===== config.mk =====
export PLATFORM = sky130hd
export DESIGN_NAME = avalon_body_regs
export DESIGN_NICKNAME = d
export VERILOG_FILES = /design/src/rtl/avalon_body_regs.sv
export SDC_FILE = /design/constraint.sdc
export NUM_CORES = 2
export LEC_CHECK = 0
export ABC_AREA = 1
export CELL_PAD_IN_SITES_DETAIL_PLACEMENT = 1
export CELL_PAD_IN_SITES_GLOBAL_PLACEMENT = 1
export CORE_ASPECT_RATIO = 1.4
export CORE_UTILIZATION = 35
export CTS_CLUSTER_SIZE = 25
export DETAILED_ROUTE_END_ITERATION = 8
export PLACE_DENSITY = 0.71
export SYNTH_ARGS = -nofsm -noshare
export SYNTH_HDL_FRONTEND = slang
export SYNTH_SLANG_ARGS = --single-unit

===== constraint.sdc =====
create_clock -name Clk -period 7.2 [get_ports Clk]
set_input_delay 0.72 -clock Clk [delete_from_list [all_inputs] [get_ports Clk]]
set_output_delay 0.72 -clock Clk [all_outputs]
set_load 0.03 [all_outputs]

===== src/rtl/avalon_body_regs.sv =====
// avalon_body_regs: Avalon-MM double-buffered body registers with a 2-stage is_ball pixel renderer.
// Optional build macro BODY_SWAP_IRQ_EN adds the swap-done irq output and CTRL bit3/bit2 behaviour.
module avalon_body_regs #(
   parameter int N_BODIES = 8,
   parameter int ADDR_W   = 5
) (
   input  logic              Clk,
   input  logic              Reset_n,
   input  logic              avs_chipselect,
   input  logic [ADDR_W-1:0] avs_address,
   input  logic              avs_read,
   input  logic              avs_write,
   input  logic [3:0]        avs_byteenable,
   input  logic [31:0]       avs_writedata,
   output logic [31:0]       avs_readdata,
   input  logic              VGA_VS,
   input  logic [9:0]        DrawX,
   input  logic [9:0]        DrawY,
`ifdef BODY_SWAP_IRQ_EN
   output logic              is_ball,
   output logic              irq
`else
   output logic              is_ball
`endif
);

   localparam logic [31:0]       BODY_MASK = 32'h83FF_FFFF;
   localparam logic [ADDR_W-1:0] CTRL_ADDR = ADDR_W'(N_BODIES);

   logic [31:0] r_shadow [N_BODIES];
   logic [26:0] r_active [N_BODIES];   // {valid, radius, y, x}
   logic        r_pending;
   logic [7:0]  r_frame_cnt;
   logic [31:0] r_readdata;
   logic        r_vs_meta, r_vs_sync, r_vs_prev;
   logic        r_is_ball;

   logic [10:0] r_dx  [N_BODIES];
   logic [10:0] r_dy  [N_BODIES];
   logic [5:0]  r_rad [N_BODIES];
   logic        r_val [N_BODIES];

   logic        w_wr, w_rd, w_ctrl_wr, w_commit, w_vs_fall, w_swap, w_irq_bit;
   logic [31:0] w_lane_mask, w_ctrl_word, w_rd_word;
   logic [10:0] w_abs_dx [N_BODIES];
   logic [10:0] w_abs_dy [N_BODIES];
   logic [21:0] w_d2     [N_BODIES];
   logic [11:0] w_r2     [N_BODIES];
   logic [N_BODIES-1:0] w_hit;

   assign w_wr        = avs_chipselect & avs_write;
   assign w_rd        = avs_chipselect & avs_read;
   assign w_ctrl_wr   = w_wr && (avs_address == CTRL_ADDR);
   assign w_commit    = w_ctrl_wr & avs_byteenable[0] & avs_writedata[0];
   assign w_vs_fall   = r_vs_prev & ~r_vs_sync;
   assign w_swap      = w_vs_fall & r_pending;
   assign w_lane_mask = {{8{avs_byteenable[3]}}, {8{avs_byteenable[2]}},
                         {8{avs_byteenable[1]}}, {8{avs_byteenable[0]}}};

`ifdef BODY_SWAP_IRQ_EN
   logic r_irq;
   logic w_irq_clr;

   assign w_irq_clr = w_ctrl_wr & avs_byteenable[0] & avs_writedata[2];
   assign w_irq_bit = r_irq;
   assign irq       = r_irq;

   always_ff @(posedge Clk or negedge Reset_n) begin
      if (!Reset_n)       r_irq <= 1'b0;
      else if (w_swap)    r_irq <= 1'b1;   // set beats a same-cycle clear
      else if (w_irq_clr) r_irq <= 1'b0;
   end
`else
   assign w_irq_bit = 1'b0;
`endif

   assign w_ctrl_word = {16'd0, r_frame_cnt, 4'd0, w_irq_bit, 1'b0, r_pending, 1'b0};

   // NOTE: sequential state uses non-blocking (<=) so every flop samples pre-edge values;
   // this is what lets a swap copy the shadow word as it was before a same-cycle write.
   always_ff @(posedge Clk or negedge Reset_n) begin
      if (!Reset_n) begin
         r_vs_meta   <= 1'b0;
         r_vs_sync   <= 1'b0;
         r_vs_prev   <= 1'b0;
         r_pending   <= 1'b0;
         r_frame_cnt <= 8'd0;
      end else begin
         r_vs_meta <= VGA_VS;
         r_vs_sync <= r_vs_meta;
         r_vs_prev <= r_vs_sync;
         r_pending <= (r_pending & ~w_vs_fall) | w_commit;
         if (w_vs_fall) r_frame_cnt <= r_frame_cnt + 8'd1;
      end
   end

   // NOTE: the register banks are reset explicitly because software-visible reset state
   // (valid=0 in every slot) is required; these are flops, not an inferred RAM.
   always_ff @(posedge Clk or negedge Reset_n) begin
      if (!Reset_n) begin
         for (int i = 0; i < N_BODIES; i++) begin
            r_shadow[i] <= '0;
            r_active[i] <= '0;
         end
      end else begin
         for (int i = 0; i < N_BODIES; i++) begin
            if (w_wr && (avs_address == ADDR_W'(i)))
               r_shadow[i] <= ((r_shadow[i] & ~w_lane_mask) | (avs_writedata & w_lane_mask)) & BODY_MASK;
            if (w_swap)
               r_active[i] <= {r_shadow[i][31], r_shadow[i][25:0]};
         end
      end
   end

   // NOTE: every combinational output gets a default first so no path leaves it unassigned (no latch).
   always_comb begin
      w_rd_word = '0;
      for (int i = 0; i < N_BODIES; i++)
         if (avs_address == ADDR_W'(i)) w_rd_word = r_shadow[i];
      if (avs_address == CTRL_ADDR) w_rd_word = w_ctrl_word;
   end

   always_ff @(posedge Clk or negedge Reset_n) begin
      if (!Reset_n)  r_readdata <= '0;
      else if (w_rd) r_readdata <= w_rd_word;
   end

   // S1: per-body signed offsets from the active bank
   always_ff @(posedge Clk or negedge Reset_n) begin
      if (!Reset_n) begin
         for (int i = 0; i < N_BODIES; i++) begin
            r_dx[i]  <= '0;
            r_dy[i]  <= '0;
            r_rad[i] <= '0;
            r_val[i] <= 1'b0;
         end
      end else begin
         for (int i = 0; i < N_BODIES; i++) begin
            r_dx[i]  <= {1'b0, DrawX} - {1'b0, r_active[i][9:0]};
            r_dy[i]  <= {1'b0, DrawY} - {1'b0, r_active[i][19:10]};
            r_rad[i] <= r_active[i][25:20];
            r_val[i] <= r_active[i][26];
         end
      end
   end

   // S2: squared distance against squared radius, OR-reduced across bodies
   always_comb begin
      w_hit = '0;
      for (int i = 0; i < N_BODIES; i++) begin
         w_abs_dx[i] = r_dx[i][10] ? 11'(-r_dx[i]) : r_dx[i];
         w_abs_dy[i] = r_dy[i][10] ? 11'(-r_dy[i]) : r_dy[i];
         w_d2[i]     = 22'(w_abs_dx[i]) * 22'(w_abs_dx[i]) + 22'(w_abs_dy[i]) * 22'(w_abs_dy[i]);
         w_r2[i]     = 12'(r_rad[i]) * 12'(r_rad[i]);
         w_hit[i]    = r_val[i] && (w_d2[i] <= 22'(w_r2[i]));
      end
   end

   always_ff @(posedge Clk or negedge Reset_n) begin
      if (!Reset_n) r_is_ball <= 1'b0;
      else          r_is_ball <= |w_hit;
   end

   assign avs_readdata = r_readdata;
   assign is_ball      = r_is_ball;

endmodule


==> flow_metrics.py <==
metrics = {
    "drt": {
        "drtAntennaViolNets": 0,
        "vias": 80400,
        "dr.pass1.iters": 5,
        "drcViolationCount": 0,
        "wl_per_cell_um": 18.2,
        "drt_iter0_drc": 3552,
        "avgViaCountPerCell": 4.76,
        "routed_wl_um": 307000,
    },
    "worst_setup_path": {
        "cp.required_ns": 7.80,
        "worst_setup_path_start_kind": "flip-flop",
        "crit_slowest_cell": "fa_1",
        "critical_path.max_stage_delay_ns": 0.55,
        "crit_arrival_ns": 8.62,
        "path_class": "flip-flop to flip-flop",
        "endpoint_kind": "flip-flop",
        "cp_max_fo": 3,
    },
    "synth": {
        "synth-simple-area-share_pct": 14.1,
        "synth_edf_count": 0,
        "yosysSeqAreaShare_pct": 18.2,
        "syn_area_mm2": 0.0967,
        "synthMuxAreaShare_pct": 0.733,
        "postSynthCellCount": 11600,
        "yosys.area_share.xor_xnor_pct": 3.61,
        "synth_seq_cells": 704,
        "yosysWarnings": 0,
        "synth_top_family_by_area": "adder cells",
        "synth_compound_area_share_pct": 6.66,
        "ys_types": 59,
        "post_synth.cell_area_avg_um2": 8.36,
        "ys_async_sr_fraction_pct": 100,
        "ys.flop_type": "dfrtp_1",
        "synthAdderAreaFrac_pct": 43.8,
    },
    "hold_path": {
        "hp-class": "input pin to async pin",
    },
    "floorplanning": {
        "dieArea_mm2": 0.278,
        "die_w_um": 446,
        "row_count": 227,
        "io_pins": 100,
        "die_y_um": 624,
        "start_util_pct": 35.3,
        "core_area_mm2": 0.274,
    },
    "global_route": {
        "grt_max_degree": 168,
        "antenna_found_initial": 21,
        "grt_pass1_wl_um": 489000,
        "gr-usage-all-layers_pct": 22.5,
        "grt_pass1_vias": 91400,
        "grt.overflow.total": 0,
    },
    "placement": {
        "io_buffers": 89,
        "place_congestion": 0.938,
        "place_inst": 16700,
        "post_dp_cell_area_mm2": 0.113,
        "hpwl_um": 265000,
    },
    "sta": {
        "fin_ws_ns": -0.823,
        "rsz0062_at_grt": "yes",
        "setup_viol": 1,
        "finalClockSkew_ns": 0.0310,
        "clock.fmax_mhz": 125,
        "worst_pin_slew_ns": 1.11,
        "slew_headroom_pct": 25.9,
        "period_share_pct": 111,
        "drv_slew": 0,
        "hold_viol_final": 0,
        "post-route-min-period_ns": 8.02,
    },
    "clocking": {
        "path_clk_slew_ns": 0.07,
        "clock-sinks": 704,
        "clock_latency_ns": 0.66,
        "cts_tree": "built",
        "htreeDepth": 3,
        "root_buffer": "clkbuf_16",
        "clockBufferDepth": 3,
        "cts_made_buffers": 80,
    },
    "outcome": {
        "violations": "setup timing",
        "status": "finished, violations left",
    },
    "cells_and_area": {
        "fillCellCount": 33200,
        "fin_cells": 16900,
        "layout.nets": 15800,
        "final_core_util_pct": 42.5,
        "final_common_cell": "inv_1",
        "final_cell_mix": "inv_1 (3043), nand2_1 (1942), buf_4 (1450)",
        "finalInstanceArea_mm2": 0.116,
        "drive_above_1_share_pct": 14.7,
        "area_delta_synth_final_pct": 20.4,
    },
    "flow_run": {
        "maxCapViolations": 0,
    },
}
cells in the mapped netlist, types with 8 or more instances:
cell type / n / area, um^2
a21o_1: 30 / 225
a21oi_1: 378 / 1890
o21ai_0: 451 / 2260
nand3_1: 260 / 1300
clkbuf_1: 100 / 375
inv_2: 76 / 285
o31ai_1: 9 / 67.6
or2_2: 38 / 238
ha_1: 1141 / 14300
nand4_1: 68 / 425
nand2_2: 13 / 81.3
o211ai_1: 9 / 67.6
nor2_2: 10 / 62.6
dfrtp_1: 704 / 17600
buf_2: 41 / 205
a31oi_1: 16 / 100
clkinv_1: 22 / 82.6
a221oi_1: 18 / 158
xor2_1: 229 / 2010
nand2_1: 1964 / 7370
and3_1: 10 / 62.6
nor2_1: 874 / 3280
mux2_2: 62 / 698
fa_1: 1400 / 28000
o21a_1: 16 / 120
o21bai_1: 46 / 345
nor3_2: 8 / 80.1
inv_1: 3056 / 11500
xnor2_1: 162 / 1420
nand3b_1: 24 / 180
o21ai_1: 219 / 1100
nor3_1: 36 / 180
area by class of cell:
| cell class | instances | area [um^2] | area share [%] |
|---|---|---|---|
| antenna | 2 | 5.00 | 0.00430 |
| clock buffer | 114 | 2330 | 2.00 |
| clock inverter | 33 | 419 | 0.360 |
| inverter | 3156 | 11900 | 10.2 |
| multi-input combinational | 7664 | 67600 | 58.1 |
| sequential | 704 | 17600 | 15.1 |
| tap | 3664 | 4580 | 3.94 |
| timing repair buffer | 1548 | 11900 | 10.3 |
cell families after synthesis:
kind of cell,count (synthesis)
flops,704
buf+inv,3306
other cells,2
mux,63
compound gates,1206
simple gates,3342
xor+xnor,395
fa+ha+maj,2541
metrics by stage:
| stage | TNS (ns) | setup WS, ns | hold WS [ns] |
|---|---|---|---|
| floorplan | -0.111 | -0.111 | 0.331 |
| global placement | -1.46 | -1.46 | 0.337 |
| detailed placement | -1.57 | -1.57 | 0.340 |
| CTS | -0.846 | -0.846 | 0.0684 |
| global route | -1.29 | -1.29 | 0.0896 |
| finish | -0.823 | -0.823 | 0.0300 |
layer usage:
metal / wire [um] / track usage, % / vias to the layer above / share of wire (%)
met5: 151 / 0 / - / 0.049
met4: 15400 / 9.72 / 22 / 5.0
met2: 163000 / 42.2 / 1346 / 53
met1: 118000 / 25.7 / 40800 / 38
met3: 10400 / 2.22 / 599 / 3.4
li1: - / - / 37700 / -
path summary, 6_finish.rpt:
path,start,endpoint,slack [ns],cells past startpoint
max,r_dx[77],is_ball,-0.82,42
min,Reset_n,avs_readdata[7],0.03,1
max reg2reg,r_dx[77],is_ball,-0.82,42
min reg2reg,r_active[21],r_rad[1],0.36,0
max in group asynchronous,Reset_n,r_dy[16],5.54,2
min in group Clk,r_active[21],r_rad[1],0.36,0
critical path, delay by kind of cell, from the launching register on:
family | cells | cell delay (ns)
fa+ha+maj | 10 | 4.19
compound gates | 3 | 0.57
buf+inv | 11 | 1.00
simple gates | 17 | 1.67
flops | 1 | 0.38
xor+xnor | 1 | 0.18
what timing repair did:
action | CTS | global route
gates resized for setup | 82 | 44
setup endpoints to repair | 1 | 1
setup buffers | 12 | 2
pin swaps | 34 | 15
hold buffers | 0 | 0
Power is left out: the tool's default activity adds up to more than one toggle a clock period on the data nets, which glitch-free logic cannot reach.
